===== src/rtl/hazard_sequencer_pkg.sv =====
`default_nettype none
// ============================================================================
// Module      : mips_pkg
// Description : Shared types and encodings for the pipeline hazard sequencer.
//               Holds the memory-wait FSM state enum and the ALU operand
//               forward-select encodings.
// Revision    : 1.0 - initial release
// ============================================================================
package mips_pkg;

    // Memory-wait sequencer states
    typedef enum logic [1:0] {
        ST_RUN      = 2'd0,
        ST_MEM_WAIT = 2'd1,
        ST_ERR      = 2'd2
    } state_t;

    // ALU operand source select
    localparam logic [1:0] FWD_RF  = 2'b00;  // register file
    localparam logic [1:0] FWD_WB  = 2'b01;  // writeback-stage result
    localparam logic [1:0] FWD_MEM = 2'b10;  // memory-stage result

endpackage : mips_pkg
`default_nettype wire


===== src/rtl/hazard_sequencer_if.sv =====
`default_nettype none
// ============================================================================
// Module      : hazard_sequencer_if
// Description : Bundle of pipeline-side signals seen and driven by the hazard
//               sequencer.
//               master : pipeline side (drives register ids / enables, reads
//                        stall / flush / forward controls)
//               slave  : hazard sequencer side
//               Inputs : RsD, RtD, RsE, RtE, WriteReg{E,M,W}, RegWrite{E,M,W},
//                        MemtoReg{E,M}, BranchD, PCSrcD, MemReqM, MemReadyM,
//                        StallClr
//               Outputs: Stall{F,D,E,M}, Flush{D,E}, Forward{AE,BE,AD,BD},
//                        StallCount, MemErr
// Revision    : 1.0 - initial release
// ============================================================================
interface hazard_sequencer_if #(
    parameter int CNT_W = 16
);
    logic [4:0]       RsD;
    logic [4:0]       RtD;
    logic [4:0]       RsE;
    logic [4:0]       RtE;
    logic [4:0]       WriteRegE;
    logic [4:0]       WriteRegM;
    logic [4:0]       WriteRegW;
    logic             RegWriteE;
    logic             RegWriteM;
    logic             RegWriteW;
    logic             MemtoRegE;
    logic             MemtoRegM;
    logic             BranchD;
    logic             PCSrcD;
    logic             MemReqM;
    logic             MemReadyM;
    logic             StallClr;

    logic             StallF;
    logic             StallD;
    logic             StallE;
    logic             StallM;
    logic             FlushD;
    logic             FlushE;
    logic [1:0]       ForwardAE;
    logic [1:0]       ForwardBE;
    logic             ForwardAD;
    logic             ForwardBD;
    logic [CNT_W-1:0] StallCount;
    logic             MemErr;

    modport master (
        output RsD, RtD, RsE, RtE, WriteRegE, WriteRegM, WriteRegW,
               RegWriteE, RegWriteM, RegWriteW, MemtoRegE, MemtoRegM,
               BranchD, PCSrcD, MemReqM, MemReadyM, StallClr,
        input  StallF, StallD, StallE, StallM, FlushD, FlushE,
               ForwardAE, ForwardBE, ForwardAD, ForwardBD, StallCount, MemErr
    );

    modport slave (
        input  RsD, RtD, RsE, RtE, WriteRegE, WriteRegM, WriteRegW,
               RegWriteE, RegWriteM, RegWriteW, MemtoRegE, MemtoRegM,
               BranchD, PCSrcD, MemReqM, MemReadyM, StallClr,
        output StallF, StallD, StallE, StallM, FlushD, FlushE,
               ForwardAE, ForwardBE, ForwardAD, ForwardBD, StallCount, MemErr
    );

endinterface : hazard_sequencer_if
`default_nettype wire


===== src/rtl/hazard_sequencer_fwd.sv =====
`default_nettype none
// ============================================================================
// Module      : fwd_compare
// Description : Forward-select for one source operand. Compares the operand's
//               execute-stage and decode-stage register ids against the M and
//               W destination registers. M wins over W; register 0 never
//               forwards.
//   i_src_e         : operand register id in execute
//   i_src_d         : operand register id in decode
//   i_write_reg_m/w : destination register in M / W
//   i_reg_write_m/w : destination write enable in M / W
//   o_forward_e     : ALU operand select (FWD_RF / FWD_WB / FWD_MEM)
//   o_forward_d     : branch-compare forward from M
// Revision    : 1.0 - initial release
// ============================================================================
module fwd_compare
    import mips_pkg::*;
(
    input  wire logic [4:0] i_src_e,
    input  wire logic [4:0] i_src_d,
    input  wire logic [4:0] i_write_reg_m,
    input  wire logic [4:0] i_write_reg_w,
    input  wire logic       i_reg_write_m,
    input  wire logic       i_reg_write_w,
    output logic [1:0]      o_forward_e,
    output logic            o_forward_d
);

    logic w_m_valid;
    logic w_w_valid;
    logic w_hit_m_e;
    logic w_hit_w_e;

    assign w_m_valid = i_reg_write_m && (i_write_reg_m != 5'd0);
    assign w_w_valid = i_reg_write_w && (i_write_reg_w != 5'd0);
    assign w_hit_m_e = w_m_valid && (i_write_reg_m == i_src_e);
    assign w_hit_w_e = w_w_valid && (i_write_reg_w == i_src_e);

    assign o_forward_e = w_hit_m_e ? FWD_MEM :
                         w_hit_w_e ? FWD_WB  : FWD_RF;
    assign o_forward_d = w_m_valid && (i_write_reg_m == i_src_d);

endmodule : fwd_compare
`default_nettype wire


===== src/rtl/hazard_sequencer.sv =====
`default_nettype none
// ============================================================================
// Module      : hazard_sequencer
// Description : Hazard unit for a 5-stage pipeline. Generates stall, flush and
//               forward controls combinationally, tracks outstanding data
//               memory requests with a timeout FSM (RUN / MEM_WAIT / ERR) and
//               keeps a saturating count of stalled fetch cycles.
//   CLK : rising-edge clock
//   RST : synchronous reset, active-high (also forces controls to 0)
//   bus : hazard_sequencer_if.slave - pipeline inputs, control outputs,
//         StallCount and sticky MemErr
// Revision    : 1.0 - initial release
// ============================================================================
module hazard_sequencer
    import mips_pkg::*;
#(
    parameter int TIMEOUT = 64,
    parameter int CNT_W   = 16
) (
    input  wire logic         CLK,
    input  wire logic         RST,
    hazard_sequencer_if.slave bus
);

    // Wide enough to hold TIMEOUT plus one without wrapping
    localparam int                c_wait_w   = $clog2(TIMEOUT + 2);
    localparam logic [c_wait_w-1:0] c_wait_one = c_wait_w'(1);
    localparam logic [c_wait_w-1:0] c_wait_lim = c_wait_w'(TIMEOUT);
    localparam logic [CNT_W-1:0]    c_cnt_one  = CNT_W'(1);
    localparam logic [CNT_W-1:0]    c_cnt_max  = {CNT_W{1'b1}};

    state_t              r_state;
    state_t              w_state_nxt;
    logic [c_wait_w-1:0] r_wait_cnt;
    logic [c_wait_w-1:0] w_wait_nxt;
    logic [c_wait_w-1:0] w_wait_inc;
    logic [CNT_W-1:0]    r_stall_cnt;

    logic [1:0] w_fwd_ae;
    logic [1:0] w_fwd_be;
    logic       w_fwd_ad;
    logic       w_fwd_bd;
    logic       w_lwstall;
    logic       w_brstall;
    logic       w_memstall;
    logic       w_mem_pending;
    logic       w_stall_f;
    logic       w_stall_d;
    logic       w_stall_e;
    logic       w_stall_m;
    logic       w_flush_d;
    logic       w_flush_e;

    // ------------------------------------------------------------------
    // Forwarding, one comparator per ALU operand
    // ------------------------------------------------------------------
    fwd_compare u_fwd_a (
        .i_src_e       (bus.RsE),
        .i_src_d       (bus.RsD),
        .i_write_reg_m (bus.WriteRegM),
        .i_write_reg_w (bus.WriteRegW),
        .i_reg_write_m (bus.RegWriteM),
        .i_reg_write_w (bus.RegWriteW),
        .o_forward_e   (w_fwd_ae),
        .o_forward_d   (w_fwd_ad)
    );

    fwd_compare u_fwd_b (
        .i_src_e       (bus.RtE),
        .i_src_d       (bus.RtD),
        .i_write_reg_m (bus.WriteRegM),
        .i_write_reg_w (bus.WriteRegW),
        .i_reg_write_m (bus.RegWriteM),
        .i_reg_write_w (bus.RegWriteW),
        .o_forward_e   (w_fwd_be),
        .o_forward_d   (w_fwd_bd)
    );

    // ------------------------------------------------------------------
    // Hazard detection
    // ------------------------------------------------------------------
    assign w_lwstall = bus.MemtoRegE && (bus.RtE != 5'd0) &&
                       ((bus.RtE == bus.RsD) || (bus.RtE == bus.RtD));

    // Branch compares in decode, so a producer still in E (any ALU op) or a
    // load still in M cannot be forwarded in time.
    assign w_brstall = bus.BranchD && (
        (bus.RegWriteE && (bus.WriteRegE != 5'd0) &&
         ((bus.WriteRegE == bus.RsD) || (bus.WriteRegE == bus.RtD))) ||
        (bus.MemtoRegM && (bus.WriteRegM != 5'd0) &&
         ((bus.WriteRegM == bus.RsD) || (bus.WriteRegM == bus.RtD))));

    assign w_mem_pending = bus.MemReqM && !bus.MemReadyM;
    // ERR freezes the whole pipeline until reset
    assign w_memstall    = w_mem_pending || (r_state == ST_ERR);

    // ------------------------------------------------------------------
    // FSM: state register
    // ------------------------------------------------------------------
    always_ff @(posedge CLK) begin
        if (RST) begin
            r_state    <= ST_RUN;
            r_wait_cnt <= '0;
        end else begin
            r_state    <= w_state_nxt;
            r_wait_cnt <= w_wait_nxt;
        end
    end

    // ------------------------------------------------------------------
    // FSM: next state
    // ------------------------------------------------------------------
    assign w_wait_inc = r_wait_cnt + c_wait_one;

    always_comb begin
        w_state_nxt = r_state;
        w_wait_nxt  = r_wait_cnt;
        case (r_state)
            ST_RUN: begin
                if (w_mem_pending) begin
                    w_state_nxt = ST_MEM_WAIT;
                    w_wait_nxt  = c_wait_one;
                end
            end
            ST_MEM_WAIT: begin
                if (bus.MemReadyM) begin
                    w_state_nxt = ST_RUN;
                    w_wait_nxt  = '0;
                end else begin
                    w_wait_nxt = w_wait_inc;
                    // >= guards against a TIMEOUT of 1 never matching
                    if (w_wait_inc >= c_wait_lim) begin
                        w_state_nxt = ST_ERR;
                    end
                end
            end
            ST_ERR: begin
                w_state_nxt = ST_ERR;
            end
            default: begin
                w_state_nxt = ST_RUN;
                w_wait_nxt  = '0;
            end
        endcase
    end

    // ------------------------------------------------------------------
    // FSM: outputs (priority: memory stall > load/branch stall > branch)
    // ------------------------------------------------------------------
    always_comb begin
        w_stall_f = 1'b0;
        w_stall_d = 1'b0;
        w_stall_e = 1'b0;
        w_stall_m = 1'b0;
        w_flush_d = 1'b0;
        w_flush_e = 1'b0;
        if (RST) begin
            // all controls held inactive
        end else if (w_memstall) begin
            w_stall_f = 1'b1;
            w_stall_d = 1'b1;
            w_stall_e = 1'b1;
            w_stall_m = 1'b1;
        end else if (w_lwstall || w_brstall) begin
            w_stall_f = 1'b1;
            w_stall_d = 1'b1;
            w_flush_e = 1'b1;
        end else begin
            w_flush_d = bus.PCSrcD;
        end
    end

    // ------------------------------------------------------------------
    // Saturating stall counter; clear beats increment
    // ------------------------------------------------------------------
    always_ff @(posedge CLK) begin
        if (RST || bus.StallClr) begin
            r_stall_cnt <= '0;
        end else if (w_stall_f && (r_stall_cnt != c_cnt_max)) begin
            r_stall_cnt <= r_stall_cnt + c_cnt_one;
        end
    end

    // ------------------------------------------------------------------
    // Output drive
    // ------------------------------------------------------------------
    assign bus.StallF     = w_stall_f;
    assign bus.StallD     = w_stall_d;
    assign bus.StallE     = w_stall_e;
    assign bus.StallM     = w_stall_m;
    assign bus.FlushD     = w_flush_d;
    assign bus.FlushE     = w_flush_e;
    assign bus.ForwardAE  = RST ? FWD_RF : w_fwd_ae;
    assign bus.ForwardBE  = RST ? FWD_RF : w_fwd_be;
    assign bus.ForwardAD  = RST ? 1'b0   : w_fwd_ad;
    assign bus.ForwardBD  = RST ? 1'b0   : w_fwd_bd;
    assign bus.StallCount = r_stall_cnt;
    assign bus.MemErr     = (r_state == ST_ERR);

endmodule : hazard_sequencer
`default_nettype wire


===== src/flat_wrapper.sv =====
// flat-port wrapper written by rule: the top's interface ports become plain ports
module hazard_sequencer_flat import mips_pkg::*;
#(
    parameter int TIMEOUT = 64,
    parameter int CNT_W   = 16
)
  (CLK, RST, bus_RsD, bus_RtD, bus_RsE, bus_RtE, bus_WriteRegE, bus_WriteRegM, bus_WriteRegW, bus_RegWriteE, bus_RegWriteM, bus_RegWriteW, bus_MemtoRegE, bus_MemtoRegM, bus_BranchD, bus_PCSrcD, bus_MemReqM, bus_MemReadyM, bus_StallClr, bus_StallF, bus_StallD, bus_StallE, bus_StallM, bus_FlushD, bus_FlushE, bus_ForwardAE, bus_ForwardBE, bus_ForwardAD, bus_ForwardBD, bus_StallCount, bus_MemErr);
  hazard_sequencer_if #(.CNT_W(CNT_W)) bus_i ();
  input  wire logic CLK;
  input  wire logic RST;
  input wire logic [$bits(bus_i.RsD)-1:0] bus_RsD;
  input wire logic [$bits(bus_i.RtD)-1:0] bus_RtD;
  input wire logic [$bits(bus_i.RsE)-1:0] bus_RsE;
  input wire logic [$bits(bus_i.RtE)-1:0] bus_RtE;
  input wire logic [$bits(bus_i.WriteRegE)-1:0] bus_WriteRegE;
  input wire logic [$bits(bus_i.WriteRegM)-1:0] bus_WriteRegM;
  input wire logic [$bits(bus_i.WriteRegW)-1:0] bus_WriteRegW;
  input wire logic [$bits(bus_i.RegWriteE)-1:0] bus_RegWriteE;
  input wire logic [$bits(bus_i.RegWriteM)-1:0] bus_RegWriteM;
  input wire logic [$bits(bus_i.RegWriteW)-1:0] bus_RegWriteW;
  input wire logic [$bits(bus_i.MemtoRegE)-1:0] bus_MemtoRegE;
  input wire logic [$bits(bus_i.MemtoRegM)-1:0] bus_MemtoRegM;
  input wire logic [$bits(bus_i.BranchD)-1:0] bus_BranchD;
  input wire logic [$bits(bus_i.PCSrcD)-1:0] bus_PCSrcD;
  input wire logic [$bits(bus_i.MemReqM)-1:0] bus_MemReqM;
  input wire logic [$bits(bus_i.MemReadyM)-1:0] bus_MemReadyM;
  input wire logic [$bits(bus_i.StallClr)-1:0] bus_StallClr;
  output wire logic [$bits(bus_i.StallF)-1:0] bus_StallF;
  output wire logic [$bits(bus_i.StallD)-1:0] bus_StallD;
  output wire logic [$bits(bus_i.StallE)-1:0] bus_StallE;
  output wire logic [$bits(bus_i.StallM)-1:0] bus_StallM;
  output wire logic [$bits(bus_i.FlushD)-1:0] bus_FlushD;
  output wire logic [$bits(bus_i.FlushE)-1:0] bus_FlushE;
  output wire logic [$bits(bus_i.ForwardAE)-1:0] bus_ForwardAE;
  output wire logic [$bits(bus_i.ForwardBE)-1:0] bus_ForwardBE;
  output wire logic [$bits(bus_i.ForwardAD)-1:0] bus_ForwardAD;
  output wire logic [$bits(bus_i.ForwardBD)-1:0] bus_ForwardBD;
  output wire logic [$bits(bus_i.StallCount)-1:0] bus_StallCount;
  output wire logic [$bits(bus_i.MemErr)-1:0] bus_MemErr;
  assign bus_i.RsD = bus_RsD;
  assign bus_i.RtD = bus_RtD;
  assign bus_i.RsE = bus_RsE;
  assign bus_i.RtE = bus_RtE;
  assign bus_i.WriteRegE = bus_WriteRegE;
  assign bus_i.WriteRegM = bus_WriteRegM;
  assign bus_i.WriteRegW = bus_WriteRegW;
  assign bus_i.RegWriteE = bus_RegWriteE;
  assign bus_i.RegWriteM = bus_RegWriteM;
  assign bus_i.RegWriteW = bus_RegWriteW;
  assign bus_i.MemtoRegE = bus_MemtoRegE;
  assign bus_i.MemtoRegM = bus_MemtoRegM;
  assign bus_i.BranchD = bus_BranchD;
  assign bus_i.PCSrcD = bus_PCSrcD;
  assign bus_i.MemReqM = bus_MemReqM;
  assign bus_i.MemReadyM = bus_MemReadyM;
  assign bus_i.StallClr = bus_StallClr;
  assign bus_StallF = bus_i.StallF;
  assign bus_StallD = bus_i.StallD;
  assign bus_StallE = bus_i.StallE;
  assign bus_StallM = bus_i.StallM;
  assign bus_FlushD = bus_i.FlushD;
  assign bus_FlushE = bus_i.FlushE;
  assign bus_ForwardAE = bus_i.ForwardAE;
  assign bus_ForwardBE = bus_i.ForwardBE;
  assign bus_ForwardAD = bus_i.ForwardAD;
  assign bus_ForwardBD = bus_i.ForwardBD;
  assign bus_StallCount = bus_i.StallCount;
  assign bus_MemErr = bus_i.MemErr;
  hazard_sequencer #(.TIMEOUT(TIMEOUT), .CNT_W(CNT_W)) u_core (.CLK(CLK), .RST(RST), .bus(bus_i));
endmodule

===== config.mk =====
export PLATFORM = sky130hd
export DESIGN_NAME = hazard_sequencer_flat
export DESIGN_NICKNAME = d
export VERILOG_FILES = /design/src/rtl/hazard_sequencer_pkg.sv /design/src/rtl/hazard_sequencer_if.sv /design/src/rtl/hazard_sequencer_fwd.sv /design/src/rtl/hazard_sequencer.sv /design/src/flat_wrapper.sv
export SDC_FILE = /design/constraint.sdc
export NUM_CORES = 1
export LEC_CHECK = 0
export CAP_MARGIN = 0
export CORE_MARGIN = 10
export CORE_UTILIZATION = 47
export CTS_BUF_LIST = sky130_fd_sc_hd__clkbuf_4 sky130_fd_sc_hd__clkbuf_8
export DETAILED_ROUTE_END_ITERATION = 7
export PLACE_DENSITY = 0.83
export SETUP_SLACK_MARGIN = 0.15
export SYNTH_ARGS = -nofsm -noshare
export SYNTH_HDL_FRONTEND = slang
export SYNTH_SLANG_ARGS = --single-unit

===== constraint.sdc =====
create_clock -name CLK -period 3.28 [get_ports CLK]
set_input_delay 0.656 -clock CLK [delete_from_list [all_inputs] [get_ports CLK]]
set_output_delay 0.656 -clock CLK [all_outputs]
set_load 0.05 [all_outputs]

Yosys cells after proc, flatten, opt, wreduce, memory -nomap -nowiden
Cells that the tools add are included.

Word-level logic and storage cells: 79. Output and inout bits: 29. Register bits: 25. Input port bits: 47.

Equality and inequality tests: 15. Reductions and logical operators: 32. $lt $le $gt $ge: 1. Add/subtract/negate cells: 2. Multiplexer cells: 25. Bitwise logic cells: 1.

Operator list (count): == test 5 bit (10); case mux 7 bit (3 select lines) (1); nonzero test 5 bit (4); logical AND 1 bit (17); adder 16 x 1 -> 16 bit (second input constant) (1); inequality test 16 bit (second input constant) (1); 2-to-1 mux 1 bit (14); 2-to-1 mux 2 bit (7); 2-to-1 mux 7 bit (2); adder 7 x 1 -> 7 bit (second input constant) (1); greater-or-equal comparator 7 bit (second input constant) (1); logical OR 1 bit (7); case mux 2 bit (3 select lines) (1); AND reduction 2 bit (2); inequality test 3 x 2 -> 1 bit (second input constant) (1); == test 2 x 1 -> 1 bit (second input constant) (1); == test 2 bit (second input constant) (1); zero test 2 bit (1); inequality test 2 x 1 -> 1 bit (second input constant) (1); zero test 1 bit (1); inverter 1 bit (1).

Logic depth before layout (Yosys ltp)
Depth in word-level cells: 10. Depth in mapped cells: 9. Depth with buffers taken out: 7.

Modules after synthesis
Synthesis repeated with hierarchy kept, for this count alone.

Cells, all modules: 273. Area, all modules: 2177.1 µm².

Modules (own cells, without submodules): hazard_sequencer (seq. area each 500.5 µm², instances 1, cells each 219, area each 1754.2 µm²); fwd_compare (seq. area each 0.0 µm², instances 2, cells each 27, area each 211.5 µm²).

Worst setup path before layout
No wires, ideal clock.

Kind: input-to-output. From: in bus_RtE[1]. To: out bus_FlushD. Data arrival time: 3.117 ns. Path slack: -0.493 ns. Stages: 6. Required time: 2.624 ns. Buffers on the path: 2. Cells stage by stage: clkbuf_1 or4_1 o221ai_2 nand4_1 clkbuf_1 nor3b_1.

Cells in the longest elaborated chain, start to end: 7. Elaborated cells between the ends (all ways): 10. Those cells by class: 2 x eq/ne; 3 x mux; 5 x reduce/logical.

RTL lines: start: declaration (RTL line flat_wrapper.sv:14) `input wire logic [$bits(bus_i.RtE)-1:0] bus_RtE;`; == test 5 bit / nonzero test 5 bit (equally long branches) (RTL line hazard_sequencer.sv:83, hazard_sequencer.sv:82); logical OR 1 bit / logical AND 1 bit (equally long branches) (RTL line hazard_sequencer.sv:83, hazard_sequencer.sv:82); logical AND 1 bit * (RTL line hazard_sequencer.sv:82) `assign w_lwstall = bus.MemtoRegE && (bus.RtE != 5'd0) &&`; logical OR 1 bit * (RTL line hazard_sequencer.sv:164) `end else if (w_lwstall || w_brstall) begin`; 2-to-1 mux 1 bit * (RTL line hazard_sequencer.sv:164); 2-to-1 mux 1 bit * (RTL line hazard_sequencer.sv:159) `end else if (w_memstall) begin`; 2-to-1 mux 1 bit * (RTL line hazard_sequencer.sv:157) `if (RST) begin`; end: declaration (RTL line flat_wrapper.sv:32) `output wire logic [$bits(bus_i.FlushD)-1:0] bus_FlushD;`.

Mark *: on every way between the ends. The rest lies on a longest branch, timed or not.

Final worst setup path
From: in bus_WriteRegE[3]. To: out bus_FlushD.

Cells in the longest elaborated chain, start to end: 9. Elaborated cells between the ends (all ways): 12. Those cells by class: 2 x eq/ne; 3 x mux; 7 x reduce/logical.

RTL lines: start: declaration (RTL line flat_wrapper.sv:15) `input wire logic [$bits(bus_i.WriteRegE)-1:0] bus_WriteRegE;`; == test 5 bit / nonzero test 5 bit (equally long branches) (RTL line hazard_sequencer.sv:89, hazard_sequencer.sv:88); logical OR 1 bit / logical AND 1 bit (equally long branches) (RTL line hazard_sequencer.sv:89, hazard_sequencer.sv:88); logical AND 1 bit * (RTL line hazard_sequencer.sv:88) `(bus.RegWriteE && (bus.WriteRegE != 5'd0) &&`; logical OR 1 bit * (RTL line hazard_sequencer.sv:89) `((bus.WriteRegE == bus.RsD) || (bus.WriteRegE == bus.RtD))) ||`; logical AND 1 bit * (RTL line hazard_sequencer.sv:87) `assign w_brstall = bus.BranchD && (`; logical OR 1 bit * (RTL line hazard_sequencer.sv:164); 2-to-1 mux 1 bit * (RTL line hazard_sequencer.sv:164); 2-to-1 mux 1 bit * (RTL line hazard_sequencer.sv:159); 2-to-1 mux 1 bit * (RTL line hazard_sequencer.sv:157).

Marked as above.

==> impl_metrics.yaml <==
critical_path:
  crit_chain: "dlygate4sd2_1 > or4_4 > o2111ai_4 > nand4_1 > nor3b_2 > clkbuf_16"
  crit_type: "primary input to output port"
  worstPathRequired_ps: 2620
  path_max_fanout: 2
  slowest_delay_ps: 530
  critical_path_buf_inv_count: 2
  arrival_ps: 2360
  path_delay_family: "simple AND/OR/NAND/NOR gates"
  worst_path_max_delay_cell: "or4_4"
  cp-end-kind: "output port"
  startpoint_type: "primary input"
floorplanning:
  dieArea_um2: 7540
  die_y_um: 86.8
  rows: 24
  core_area_um2: 4350
  fp.dieW_um: 86.8
  start_util_pct: 48.2
  io-pin-count: 76
yosys:
  seq_area_frac_synth_pct: 23.8
  syn_inst: 267
  synthDistinctLibCells: 47
  ys_warn_count: 0
  synth_top_cell_by_area: "dfxtp_1"
  syn_nets: 316
  synth_top_area_share_pct: 23.8
  ys_seq_elements: 25
  synth_top_cells_by_area: "dfxtp_1 (24%), xnor2_1 (12%), xor2_1 (11%)"
  synth-main-ff-cell: "dfxtp_1"
  ys_async_sr_fraction_pct: 0
  synth-edff-count: 0
  synthesis.area_um2: 2100
  avgSynthCellArea_um2: 7.86
timing:
  hold_viol_final: 0
  setup_viol: 0
  max-slew-margin-rel_pct: 52.6
  skew_ps: 8.89
  fmax_mhz: 331
  worst_slack_ps: 262
  min_period_ps: 3020
  fin_setup_tns_ps: 0
  post-route-period-util_pct: 92.0
  rsz0062_at_grt: "false"
  worst_pin_slew_ps: 708
  hold_slack_ps: 486
  slew_viol_final: 0
finish:
  fin_area_um2: 3160
  fillers: 323
  multi_input_area_um2: 1520
  final_cell_mix: "clkdlybuf4s50_1 (38), xnor2_1 (27), nor2_1 (26), xor2_1 (26)"
  final_common_cell: "clkdlybuf4s50_1"
  drive_gt1_share_pct: 14.9
  nets: 386
  syn_to_final_growth_pct: 50.7
  antenna_cells: 0
  seqCellArea_um2: 500
clock_network:
  cts_sinks: 25
  cts_tree: "yes"
  htreeDepth: 1
  numCtsBuffers: 3
  clk_latency_ps: 270
  clock_path_buffers: 2
  cts_root_buf: "clkbuf_8"
  postCtsSetupBuffers: 0
  cts_hold_buf: 0
  clk_pin_slew_ps: 90
routing:
  dr.first_iter.drc_count: 157
  ant_nets: 0
  detail_route.wl_per_cell_um: 17.3
  via_count: 2212
  wirelength_um: 6730
  drc: 0
  via_per_inst: 5.70
  first_pass_iters: 5
placed_design:
  placed_area_um2: 2970
  dp_hpwl_um: 5340
  gp_congestion: 0.854
  place_ws_ps: 41.9
  io_buffers: 75
power:
  leakagePower_uw: 0.00136
  p_total_uw: 750
  power_density_nw_per_um2: 237
  ir_drop_v: 0.000187
global_route:
  grt_overflow: 0
  grt_max_degree: 22
  grt_pass1_vias: 2282
  antenna_found_initial: 0
  grt.total_usage_pct: 17.3
  grt_pass1_wl_um: 10900
min_path:
  hold_path.class: "register to register"
run:
  drv_cap: 0
outcome:
  status: "complete, no violations"
worst paths after layout:
check | endpoint | from | cells after the start | slack, ps
hold reg to reg | u_core.r_wait_cnt[6] | u_core.r_wait_cnt[6] | 2 | 490
setup / recovery | bus_FlushD | bus_WriteRegE[3] | 6 | 260
hold / removal | u_core.r_wait_cnt[6] | u_core.r_wait_cnt[6] | 2 | 490
setup reg to reg | u_core.bus.StallCount[15] | u_core.bus.StallCount[0] | 7 | 880
through the flow:
stage | instances | utilization (%)
floorplan | 267 | -
global placement | 384 | 68.1
detailed placement | 384 | 68.1
CTS | 388 | 70.3
global route | 388 | 72.6
finish | 388 | 72.6
power breakdown:
group | switching (µW) | leakage, µW | internal [µW] | total (µW)
sequential | 3.54 | 0.000202 | 306 | 309
clock | 100 | 0.0000217 | 86.2 | 186
combinational | 129 | 0.00113 | 126 | 255
synthesized netlist by cell type (all sizes together), types with 2 or more instances:
master	count
a21o	3
a21oi	13
a41o	4
nor3	10
nand2	25
o31ai	3
a31o	4
inv	3
buf	11
o21ai	3
or4	7
nor4	6
xor2	27
dfxtp	25
clkbuf	11
or3	3
ha	2
nor2	27
nand4	5
and4	3
and3	2
xnor2	28
a31oi	4
nand3	20
nand2b	2
mux2i	3
tightest hold or removal path, cell delays in order, from the launching register on:
cell and delay (ps):
dfxtp_1 330, nand2_1 60, a21oi_1 50
sequential cells by signal (all words and copies together), names as in the netlist:
| signal | cells |
|---|---|
| u_core.bus.StallCount | 16 |
| u_core.r_wait_cnt | 7 |
| u_core.r_state | 2 |
final cells by class:
type                            count  area share [%]
Sequential cell                    25            15.8
Tap cell                           52            2.06
Multi-Input combinational cell    217            48.1
Timing Repair Buffer               87            32.1
Clock inverter                      1           0.237
Inverter                            3           0.356
Clock buffer                        3            1.31
kinds of logic (layout without fill, tap and decap cells):
logic type               Yosys count  count (layout)  synth area share [%]
multiplexers                       4               4                  1.97
buffers and inverters             25              94                  7.27
XOR/XNOR                          55              55                  22.9
flip-flops                        25              25                  23.8
adder cells (fa/ha/maj)            2               2                  1.19
AND/OR/NAND/NOR                  116             116                  29.5
AO/OA/AOI/OAI                     40              40                  13.3
repair_timing:
item                                    4_1_cts  5_1_grt
pin swaps                                     7       11
cloned                                        0        0
resized for setup                            13       30
endpoints found under the setup margin        4        8
per-layer routing:
layer	wire length [µm]	up-vias	global-route usage, %
met5	0	-	0
met4	68	0	3.39
met3	453	8	4.69
met2	3670	83	32.7
met1	2540	1038	18.6
li1	-	1083	-
No activity file was read; power rests on OpenSTA's default activity.
